## src/rtl/wb_ctrl_pkg.sv

```systemverilog
// wb_ctrl_pkg: shared types and widths for the writeback controller
package wb_ctrl_pkg;
  localparam int REG_ADDR_W = 5;
  localparam int XLEN = 32;
  typedef enum logic {IDLE, WAIT_MEM} wb_state_t;
  typedef enum logic [1:0] {SEL_ALU, SEL_PC4, SEL_MEM_WORD, SEL_MEM_BYTE} wb_sel_t;
endpackage

```

## src/rtl/wb_format.sv

```systemverilog
// wb_format: selects and formats register-file write data
// Ports: sel chooses source; alu_value, pc_4_value, mem_value are candidates; wdata is the formatted result.
module wb_format
  import wb_ctrl_pkg::*;
(
  input  wb_sel_t              sel,
  input  logic [XLEN-1:0]      alu_value,
  input  logic [XLEN-1:0]      pc_4_value,
  input  logic [XLEN-1:0]      mem_value,
  output logic [XLEN-1:0]      wdata
);
  always_comb
    wdata = sel == SEL_PC4      ? pc_4_value :
            sel == SEL_MEM_WORD ? mem_value :
            sel == SEL_MEM_BYTE ? {{(XLEN-8){1'b0}}, mem_value[7:0]} :
                                  alu_value;
endmodule

```

## src/rtl/writeback_ctrl.sv

```systemverilog
// writeback_ctrl: sequences the register-file write port, running loads through a req/ack memory handshake
// Ports: ex_* executed instruction in; mem_req/mem_addr/mem_ack/mem_rdata data-memory load handshake;
// stall holds upstream during a load; rf_we/rf_waddr/rf_wdata register-file write; load_err pulses on load timeout.
module writeback_ctrl
  import wb_ctrl_pkg::*;
#(
  parameter int TIMEOUT_CYCLES = 64,
  parameter int CNT_W = 8
) (
  input  logic                  clk,
  input  logic                  nRst,
  input  logic                  ex_valid,
  input  logic                  ex_reg_write,
  input  logic                  ex_mem_to_reg,
  input  logic                  ex_load_byte,
  input  logic                  ex_read_pc_4,
  input  logic [REG_ADDR_W-1:0] ex_rd,
  input  logic [XLEN-1:0]       ex_alu_value,
  input  logic [XLEN-1:0]       ex_pc_4_value,
  output logic                  mem_req,
  output logic [XLEN-1:0]       mem_addr,
  input  logic                  mem_ack,
  input  logic [XLEN-1:0]       mem_rdata,
  output logic                  stall,
  output logic                  rf_we,
  output logic [REG_ADDR_W-1:0] rf_waddr,
  output logic [XLEN-1:0]       rf_wdata,
  output logic                  load_err
);
  localparam logic [CNT_W-1:0] TO_LAST = CNT_W'(TIMEOUT_CYCLES - 1);
  wb_state_t state, state_d;
  wb_sel_t sel;
  logic [CNT_W-1:0] cnt, cnt_d;
  logic [REG_ADDR_W-1:0] ld_rd, ld_rd_d, rf_waddr_d;
  logic [XLEN-1:0] mem_addr_d, fmt;
  logic ld_byte, ld_byte_d, ld_wr, ld_wr_d, mem_req_d, rf_we_d, load_err_d, is_load, timeout;
  assign is_load = ex_mem_to_reg & ~ex_read_pc_4;
  assign timeout = TIMEOUT_CYCLES != 0 && cnt == TO_LAST;
  assign stall = state == WAIT_MEM;
  assign sel = stall ? (ld_byte ? SEL_MEM_BYTE : SEL_MEM_WORD) : (ex_read_pc_4 ? SEL_PC4 : SEL_ALU);
  wb_format u_fmt (
    .sel        (sel),
    .alu_value  (ex_alu_value),
    .pc_4_value (ex_pc_4_value),
    .mem_value  (mem_rdata),
    .wdata      (fmt)
  );
  always_comb begin
    state_d    = state;
    cnt_d      = '0;
    ld_rd_d    = ld_rd;
    ld_byte_d  = ld_byte;
    ld_wr_d    = ld_wr;
    mem_req_d  = 1'b0;
    mem_addr_d = mem_addr;
    rf_we_d    = 1'b0;
    rf_waddr_d = rf_waddr;
    load_err_d = 1'b0;
    if (state == IDLE) begin
      if (ex_valid && is_load) begin
        state_d    = WAIT_MEM;
        mem_req_d  = 1'b1;
        mem_addr_d = ex_alu_value;
        ld_rd_d    = ex_rd;
        ld_byte_d  = ex_load_byte;
        ld_wr_d    = ex_reg_write;
      end else if (ex_valid) begin
        rf_we_d    = ex_reg_write & (ex_rd != '0);
        rf_waddr_d = ex_rd;
      end
    end else if (mem_ack) begin
      // ack beats a coinciding timeout
      state_d    = IDLE;
      rf_we_d    = ld_wr & (ld_rd != '0);
      rf_waddr_d = ld_rd;
    end else if (timeout) begin
      state_d    = IDLE;
      load_err_d = 1'b1;
    end else begin
      mem_req_d = 1'b1;
      cnt_d     = cnt + 1'b1;
    end
  end
  always_ff @(posedge clk or negedge nRst)
    if (!nRst) begin
      state    <= IDLE;
      cnt      <= '0;
      ld_rd    <= '0;
      ld_byte  <= 1'b0;
      ld_wr    <= 1'b0;
      mem_req  <= 1'b0;
      mem_addr <= '0;
      rf_we    <= 1'b0;
      rf_waddr <= '0;
      rf_wdata <= '0;
      load_err <= 1'b0;
    end else begin
      state    <= state_d;
      cnt      <= cnt_d;
      ld_rd    <= ld_rd_d;
      ld_byte  <= ld_byte_d;
      ld_wr    <= ld_wr_d;
      mem_req  <= mem_req_d;
      mem_addr <= mem_addr_d;
      rf_we    <= rf_we_d;
      rf_waddr <= rf_waddr_d;
      rf_wdata <= fmt;
      load_err <= load_err_d;
    end
endmodule

```

## config.mk

```make
export PLATFORM = sky130hd
export DESIGN_NAME = writeback_ctrl
export DESIGN_NICKNAME = d
export VERILOG_FILES = /design/src/rtl/wb_ctrl_pkg.sv /design/src/rtl/wb_format.sv /design/src/rtl/writeback_ctrl.sv
export SDC_FILE = /design/constraint.sdc
export NUM_CORES = 1
export LEC_CHECK = 0
export ABC_CLOCK_PERIOD_IN_PS = 1500
export CAP_MARGIN = 20
export CORE_MARGIN = 2
export CORE_UTILIZATION = 37
export DETAILED_ROUTE_END_ITERATION = 8
export MAX_ROUTING_LAYER = met4
export PLACE_DENSITY = 0.86
export SETUP_SLACK_MARGIN = 0.5
export SLEW_MARGIN = 20
export SYNTH_ARGS = -nofsm -noshare
export SYNTH_HDL_FRONTEND = slang
export SYNTH_SLANG_ARGS = --single-unit
```

## constraint.sdc

```tcl
create_clock -name clk -period 1.5 [get_ports clk]
set_clock_uncertainty 0.2 [all_clocks]
set_input_delay 0.15 -clock clk [delete_from_list [all_inputs] [get_ports clk]]
set_output_delay 0.15 -clock clk [all_outputs]
set_load 0.005 [all_outputs]
```

==> out/metrics.csv <==
metric;value;unit
fin. max-slew vios;0;
drt total wl;13.6;mm
CTS tree;yes;
Filler Cell Count;708;
Antenna Cells;0;
Critical Path RT;1510;ps
die width;106;um
hold path start;ex_read_pc_4;
DRT antenna net count;0;
Fin Hold WS;93.4;ps
Hold Path Stages;4;
Pwr Total;7.20;mW
largest cells by area after synthesis;dfrtp_1 (56%), mux2_4 (15%), mux2i_1 (8.2%), o22ai_1 (3.9%), nand2_1 (3.4%);
Post-Place Setup Slack;-285;ps
drt pass-1 iters;4;
DR vias;3448;
Final Hold Vio Count;0;
via density per instance;4.98;
first-pass GRT wire length;19.4;mm
Worst Setup Path Type;register to register;
pwr dens;977;mW/mm2
reg2reg path depth;7;
reg-to-reg critical path startpoint;stall;
maximum VDD drop;0.614;mV
CTS Root Buffer Type;clkbuf_8;
RSZ-0062 raised after global routing;true;
clock-pin slew on the worst setup and hold paths;90;ps
Total Nets Final;662;
FMAX;0.612;GHz
Mean Syn Cell Area;13.3;um2
DIE AREA;0.0113;mm2
GRT Total Usage;23.2;%
endpoints failing setup;70;
Reg area;0.00218;mm2
post-synth top area cell;dfrtp_1;
Cell variety after synth;30;
Critical R2R Capture;rf_wdata[12];
Initial Util;37.8;%
Inserted Clock Buffers;9;
setup TNS;-4850;ps
Post-Syn Instances;292;
Pleak;3.58;nW
share of layout cells above drive strength 1;54.9;%
cell area after synthesis;0.00388;mm2
sequential area share after synthesis;56.0;%
DRC Markers;0;
Area Overhead vs Synth;89.8;%
Hold/Removal Path Class;primary input to register;
H-tree Lvls;3;
clock sink total;87;
Syn Nets;402;
Starting DRT DRC Count;105;
Boundary Pins;182;
worst path arrival time;1650;ps
Max-Cap Viols;0;
pin count of the biggest net entering global routing;88;
critical path fanouts, max;6;
gpl congestion;0.787;
worst rel slew slack;74.6;%
Worst-Margin Slew;380;ps
crit path capture type;register;
Yosys top cell area share;56.0;%
Synth Warn #;0;
Clk Latency, worst-skew pair;340;ps
number of port buffers;181;
final setup margin;-133;ps
CP Launch Type;register;
reg-to-reg setup timing slack;-130;ps
Core Footprint;0.0103;mm2
FP Rows;37;
outcome;finished, violations left;
DP HPWL;7.90;mm
most frequent cells in the layout;clkdlybuf4s50_1 (106), dfrtp_1 (83), buf_2 (72);
Final min period;1630;ps
WL/cell;19.7;um
fin crit share;109;%
vias in the first global route;3705;
Seq cells post-synth;87;
commonest non-fill, non-tap cell in the layout;clkdlybuf4s50_1;
multi-input logic area;0.00216;mm2
worst hold endpoint;rf_we;
failing checks;setup timing;
GRT overflow;0;
Die Y;106;um
Clock Path Buffers;2;
antenna violations before repair;0;
-- cell type report --
cell class | count | share of cell area [%]
Sequential cell | 87 | 29.6
Multi-Input combinational cell | 184 | 29.3
Clock buffer | 11 | 2.05
Clock inverter | 5 | 0.866
Timing Repair Buffer | 269 | 35.8
Tap cell | 136 | 2.31
Inverter | 1 | 0.0509
-- worst max-delay path by stage --
stage / depth (start not counted) / from / endpoint / slack [ps]
floorplan: 3 / stall / rf_waddr[0] / 30
global placement: 5 / ex_mem_to_reg / mem_addr[13] / -260
detailed placement: 5 / ex_mem_to_reg / mem_addr[13] / -290
CTS: 4 / stall / rf_waddr[4] / -110
global route: 7 / stall / rf_wdata[12] / -150
finish: 7 / stall / rf_wdata[12] / -130
-- critical path, stage by stage, from the launching register on --
cell and delay (ps):
dfrtp_2 450, buf_12 150, buf_12 130, buf_12 120
buf_12 140, buf_16 150, nand2_4 70, o22ai_2 80
-- synthesized netlist by cell type --
library cell,count
a21oi_1,2
a22o_1,1
and2_1,1
buf_1,2
buf_2,7
buf_4,2
buf_6,4
clkbuf_1,5
dfrtp_1,87
ha_1,1
inv_1,1
mux2_2,10
mux2_4,39
mux2i_1,32
nand2_1,35
nand2b_1,1
nand2b_4,2
nand3_1,4
nand4_1,1
nor2_1,6
nor2b_1,2
o2111ai_1,1
o211ai_1,1
o21ai_0,11
o22ai_1,24
o41ai_1,1
or3_1,1
or4_1,5
xnor2_1,1
xor2_1,2
-- cells by family (layout without fill, tap and decap cells) --
logic type / Yosys count / after routing / share of synthesized area (%)
AO/OA/AOI/OAI: 41 / 41 / 6.41
XOR/XNOR: 3 / 3 / 0.676
adder cells (fa/ha/maj): 1 / 1 / 0.322
buffers and inverters: 21 / 286 / 3.22
flip-flops: 87 / 87 / 56.0
multiplexers: 81 / 81 / 26.2
AND/OR/NAND/NOR: 58 / 58 / 7.12
-- metal layers --
metal / up-vias / track usage [%] / routed length [um]
li1: 1581 / - / -
met1: 1713 / 25.7 / 5410
met2: 130 / 41.7 / 7310
met3: 24 / 4.54 / 638
met4: 0 / 7.98 / 291
met5: - / - / 0
-- where the power goes --
| part | internal, mW | leakage [nW] | switching (mW) | total, mW |
|---|---|---|---|---|
| Sequential | 2.73 | 1.05 | 0.198 | 2.93 |
| Combinational | 1.57 | 2.43 | 0.955 | 2.53 |
| Clock | 0.877 | 0.107 | 0.868 | 1.74 |
-- through the flow --
stage	instance area [um2]	util (%)	cells
floorplan	3990	-	292
global placement	6040	58.8	610
detailed placement	6040	58.8	610
CTS	6880	66.9	667
global route	7370	71.7	693
finish	7370	71.7	693
-- flip-flops by register name (all words and copies together) (netlist names), 5 cells and up --
name      cells
mem_addr     32
cnt           8
rf_wdata     32
ld_rd         5
rf_waddr      5
-- repair_timing --
item / CTS / global route
endpoints found under the setup margin: 160 / 211
hold buffers: 1 / 0
endpoints found under the hold margin: 87 / 0
gates resized for setup: 399 / 40
pin swaps: 15 / 8
setup buffers: 30 / 20
gates cloned: 10 / 6
Note: power is estimated with default switching activity, not from simulation.
==> RTL edit 1, RTL diff (config.mk and constraints unchanged) <==
Set the package constant `XLEN` to 48 (it was 32).
--- a/src/rtl/wb_ctrl_pkg.sv
+++ b/src/rtl/wb_ctrl_pkg.sv
@@ -1,7 +1,7 @@
 // wb_ctrl_pkg: shared types and widths for the writeback controller
 package wb_ctrl_pkg;
   localparam int REG_ADDR_W = 5;
-  localparam int XLEN = 32;
+  localparam int XLEN = 48;
   typedef enum logic {IDLE, WAIT_MEM} wb_state_t;
   typedef enum logic [1:0] {SEL_ALU, SEL_PC4, SEL_MEM_WORD, SEL_MEM_BYTE} wb_sel_t;
 endpackage
Interface: changed (5 resized); port bits go from 182 to 262. The function was not compared with the original's and may differ.
==> RTL edit 1 against the original RTL <==
The flow still finishes with violations (negative setup slack); routed wire length grew 38%; power grew 57%; fmax shrank 5.2%; synthesized area rose by 35%; setup slack worse by 0.090 ns; sequential cell count up 32; final area up 30%; die area is 34% higher; highest routed layer unchanged.
==> RTL edit 1: results (changes against the original RTL) <==
outcome=finished with violations; failing checks=negative setup slack; Max stage delay cell, worst path=dfrtp_4; P_leak=4.57 nW (+28%); critical path peak fanout=6 (unchanged); hold_ws=0.0238 ns (-0.0696 ns); WP data arrival=1.82 ns (+0.17 ns); Top delay family on crit path=multiplexers; Commonest cells post-synth=dfrtp_1 (119), nand2_1 (51), mux2i_1 (48); Yosys warning count=0 (unchanged); Largest stage delay, worst path=0.47 ns (+0.02 ns); Reg2Reg Depth=5 (-2); port buffer count=261 (+44%); GPL Wtd Cong=0.811 (+3.1%); hold path depth=4 (unchanged); ranking of synthesized cells by area=dfrtp_1 (57%), mux2_4 (11%), mux2i_1 (9.2%); Initial DRT Pass Iterations=5 (+1); Detailed Route Iter0 Violations=239 (+130%); clk_lat worst skew=0.41 ns (+0.07 ns); Layout Cells excl Fill=937 (+35%); Regs by FF count=mem_addr (48), rf_wdata (48), cnt (8); post-synth net total=555 (+38%); Area after DPL=0.00828 mm2 (+37%); placed cell count=839 (+38%); layout cell share with drive strength beyond 1=50.7% (-4.2 points); first-pass GRT wire length=25.2 mm (+30%); slew margin rel.=71.7% (-2.9 points); Tot GR Track Use=22.8% (-0.39 points); kind of critical path=flip-flop to flip-flop; TritonCTS buffer count=17 (+8); fillcell total=905 (+28%); worst r2r src=stall$_DFF_PN0_; drt via density=5.07 (+1.8%); Post-Route Setup TNS=-16.40 ns (-11.55 ns); NumNets Final=903 (+36%); hold_sp=ex_read_pc_4; library cells used by synthesis=31 (+3.3%); final setup violation count=112 (+60%); vias in the first global route=4,824 (+30%); Reg clk slew, reported paths=0.05 ns (-0.04 ns); Min-Delay Path Class=primary input to flip-flop; sequential fraction of the synthesis area=56.8% (+0.74 points); setup ws final=-0.223 ns (-0.0902 ns); Reg-to-Reg End=rf_waddr[0]$_DFFE_PN0P_; CTS root buf=clkbuf_16; hpwl dp=11.8 mm (+50%); CTS max path bufs=2 (unchanged); Final Routed Wirelength=18.9 mm (+38%); Max H-tree Level=4 (+1); DRC=0 (unchanged); Post-Syn Instances=397 (+36%); largest net degree at the start of global routing=70 (-20%); Peak VDD IR=707 uV (+15%)
==> RTL edit 1: how the worst max path moves through the flow <==
stage                                     endpoint  slack (ns)  cells past startpoint
after floorplan           mem_addr[10]$_DFFE_PN0P_       -0.12                      6
after global placement     rf_waddr[1]$_DFFE_PN0P_       -0.23                      4
after detailed placement   mem_addr[0]$_DFFE_PN0P_       -0.27                      5
after CTS                  mem_addr[9]$_DFFE_PN0P_       -0.21                      5
after global routing      mem_addr[33]$_DFFE_PN0P_       -0.24                      5
final                      rf_waddr[0]$_DFFE_PN0P_       -0.22                      5
==> RTL edit 1: area by class of cell <==
type / instances / area share, %
clock buffer: 21 / 4.79
clock inverter: 10 / 1.33
inverter: 1 / 0.0391
multi-input combinational: 248 / 27.1
sequential: 119 / 31.0
tap: 180 / 2.34
timing repair buffer: 358 / 33.3
==> RTL edit 1: kinds of logic (layout without fill, tap and decap cells) <==
logic type	count (synthesis)	count (layout)	share of synthesized area, %
and+or+nand+nor	74	74	6.56
buffers and inverters	30	390	3.36
AOI/OAI and AO/OA	57	57	6.66
xor gates and xnor gates	3	3	0.501
adders and majority gates	1	1	0.239
DFF	119	119	56.8
muxes	113	113	25.9
==> RTL edit 1: what timing repair did <==
item                                    4_1_cts  5_1_grt
pin swaps                                     0        9
hold buffers                                  2        0
endpoints found under the hold margin       119        0
gates cloned                                  4        5
resized for setup                           447      116
endpoints found under the setup margin      224      224
buffers inserted                             30       26
==> RTL edit 1: worst register-to-register path, delay by kind of cell (launching register included) <==
kind	cells	cell delay, ns
DFF	1	0.47
muxes	2	0.53
buffers and inverters	3	0.40
==> RTL edit 1: power by group <==
| part | switching (mW) | internal (mW) |
|---|---|---|
| Combinational | 1.23 | 1.96 |
| Sequential | 0.275 | 3.76 |
| Clock | 1.42 | 2.67 |
==> RTL edit 1: routing by layer <==
| layer | up-vias | part of all wire (%) | GRT usage, % |
|---|---|---|---|
| met5 | - | 0 | - |
| met4 | 0 | 2.7 | 8.81 |
| met3 | 51 | 7.0 | 5.95 |
| met2 | 220 | 51 | 39.0 |
| met1 | 2353 | 39 | 25.5 |
| li1 | 2124 | - | - |
==> RTL edit 1: metrics by stage <==
stage	utilization, %	worst slack [ns]	power [mW]
after floorplan	-	-0.122	5.03
after global placement	59.7	-0.234	6.79
after detailed placement	59.7	-0.266	6.89
after CTS	63.9	-0.212	10.9
after global routing	69.2	-0.244	11.8
final	69.2	-0.223	11.3
==> RTL edit 2, RTL diff (config.mk and constraints unchanged) <==
Without the edit above. Remove the register `load_err`: a continuous assignment takes its place, so the output `load_err` follows one clock earlier.
--- a/src/rtl/writeback_ctrl.sv
+++ b/src/rtl/writeback_ctrl.sv
@@ -93,7 +93,6 @@
       rf_we    <= 1'b0;
       rf_waddr <= '0;
       rf_wdata <= '0;
-      load_err <= 1'b0;
     end else begin
       state    <= state_d;
       cnt      <= cnt_d;
@@ -105,7 +104,8 @@
       rf_we    <= rf_we_d;
       rf_waddr <= rf_waddr_d;
       rf_wdata <= fmt;
-      load_err <= load_err_d;
     end
+
+  assign load_err = load_err_d;
 endmodule
 
Formal check against the unedited RTL: no difference found for any inputs over 10 cycles, from zero or initial values and one cycle with nRst low; that may be too few to reach the edited logic, so the function may still have changed.
==> RTL edit 2 against the original RTL <==
Setup slack got worse by 0.32 ns; highest routed layer unchanged; final area shrank 2.0%; hold slack got worse by 0.11 ns; routed wire length shrank 2.6%; the run ends with negative hold slack, negative setup slack left; power decreased by 3.4%; critical endpoint is now load_err; register-to-register slack got worse by 0.12 ns; via count increased by 2.0%; sequential cell count down 1; synthesized area is 0.64% lower; die area shrank 0.62%.
==> RTL edit 2: results (changes against the original RTL) <==
ranking of synthesized cells by area=dfrtp_1 (56%), mux2_4 (15%), mux2i_1 (8.3%); Reg-to-Reg End=mem_addr[18]$_DFFE_PN0P_; outcome=finished with violations; layout cell share with drive strength beyond 1=54.9% (about the same); Peak VDD IR=689 uV (+12%); post-synth net total=401 (-0.25%); DR WL/cell=19.0 um (-3.5%); pre-CTS setup slack=-0.464 ns (-0.179 ns); NumNets Final=668 (+0.91%); Fin. Hold Viols=9 (+9); sequential share of power=41.9% (+1.2 points); largest net degree at the start of global routing=41 (-53%); Top delay family on crit path=simple AND/OR/NAND/NOR gates; Min-Delay Path Class=primary input to async pin; setup ws final=-0.454 ns (-0.321 ns); P per Cell Area=963 mW/mm2 (-1.5%); met3 usage=3.49% (-1.0 points); crit path from=cnt[1]$_DFF_PN0_; vias in the first global route=3,793 (+2.4%); final setup violation count=86 (+23%); first-pass GRT wire length=20.0 mm (+2.8%); Layout Cells excl Fill=700 (+1.0%); GPL Wtd Cong=0.819 (+4.0%); met2 usage=42.4% (+0.73 points); critical path peak fanout=2 (-4); via count=3,516 (+2.0%); Max stage delay cell, worst path=or4_4; NetSw=1.96 mW (-3.1%); hold_ws=-0.0130 ns (-0.106 ns); WL met1=5.14 mm (-5.0%); failing checks=negative hold slack, negative setup slack; P_leak=3.52 nW (-1.6%); placed cell count=621 (+1.8%); Largest stage delay, worst path=0.41 ns (-0.04 ns)
## RTL edit 2: layout make-up
cell class,count,area (um2),share of cell area (%)
antenna,1,2.50,0.0346
multi-input combinational,184,2070,28.6
inverter,1,3.75,0.0519
tap,136,170,2.35
clock buffer,9,124,1.71
clock inverter,7,72.6,1.00
timing repair buffer,276,2630,36.4
sequential,86,2150,29.8
## RTL edit 2: what timing repair did
item / 4_1_cts / 5_1_grt
buffers inserted: 31 / 19
endpoints found under the hold margin: 86 / 17
endpoints found under the setup margin: 159 / 165
cloned: 11 / 0
resized for setup: 377 / 57
pin swaps: 13 / 7
## RTL edit 2: kinds of logic (layout without fill, tap and decap cells)
group                      Yosys count  after routing  synth area share (%)
and+or+nand+nor                     58             58                  7.16
AOI/OAI and AO/OA                   41             41                  6.45
xor gates and xnor gates             3              3                 0.681
buffers and inverters               21            293                  3.24
DFF                                 86             86                  55.8
muxes                               81             81                  26.4
other                                0              1                     0
adders and majority gates            1              1                 0.324
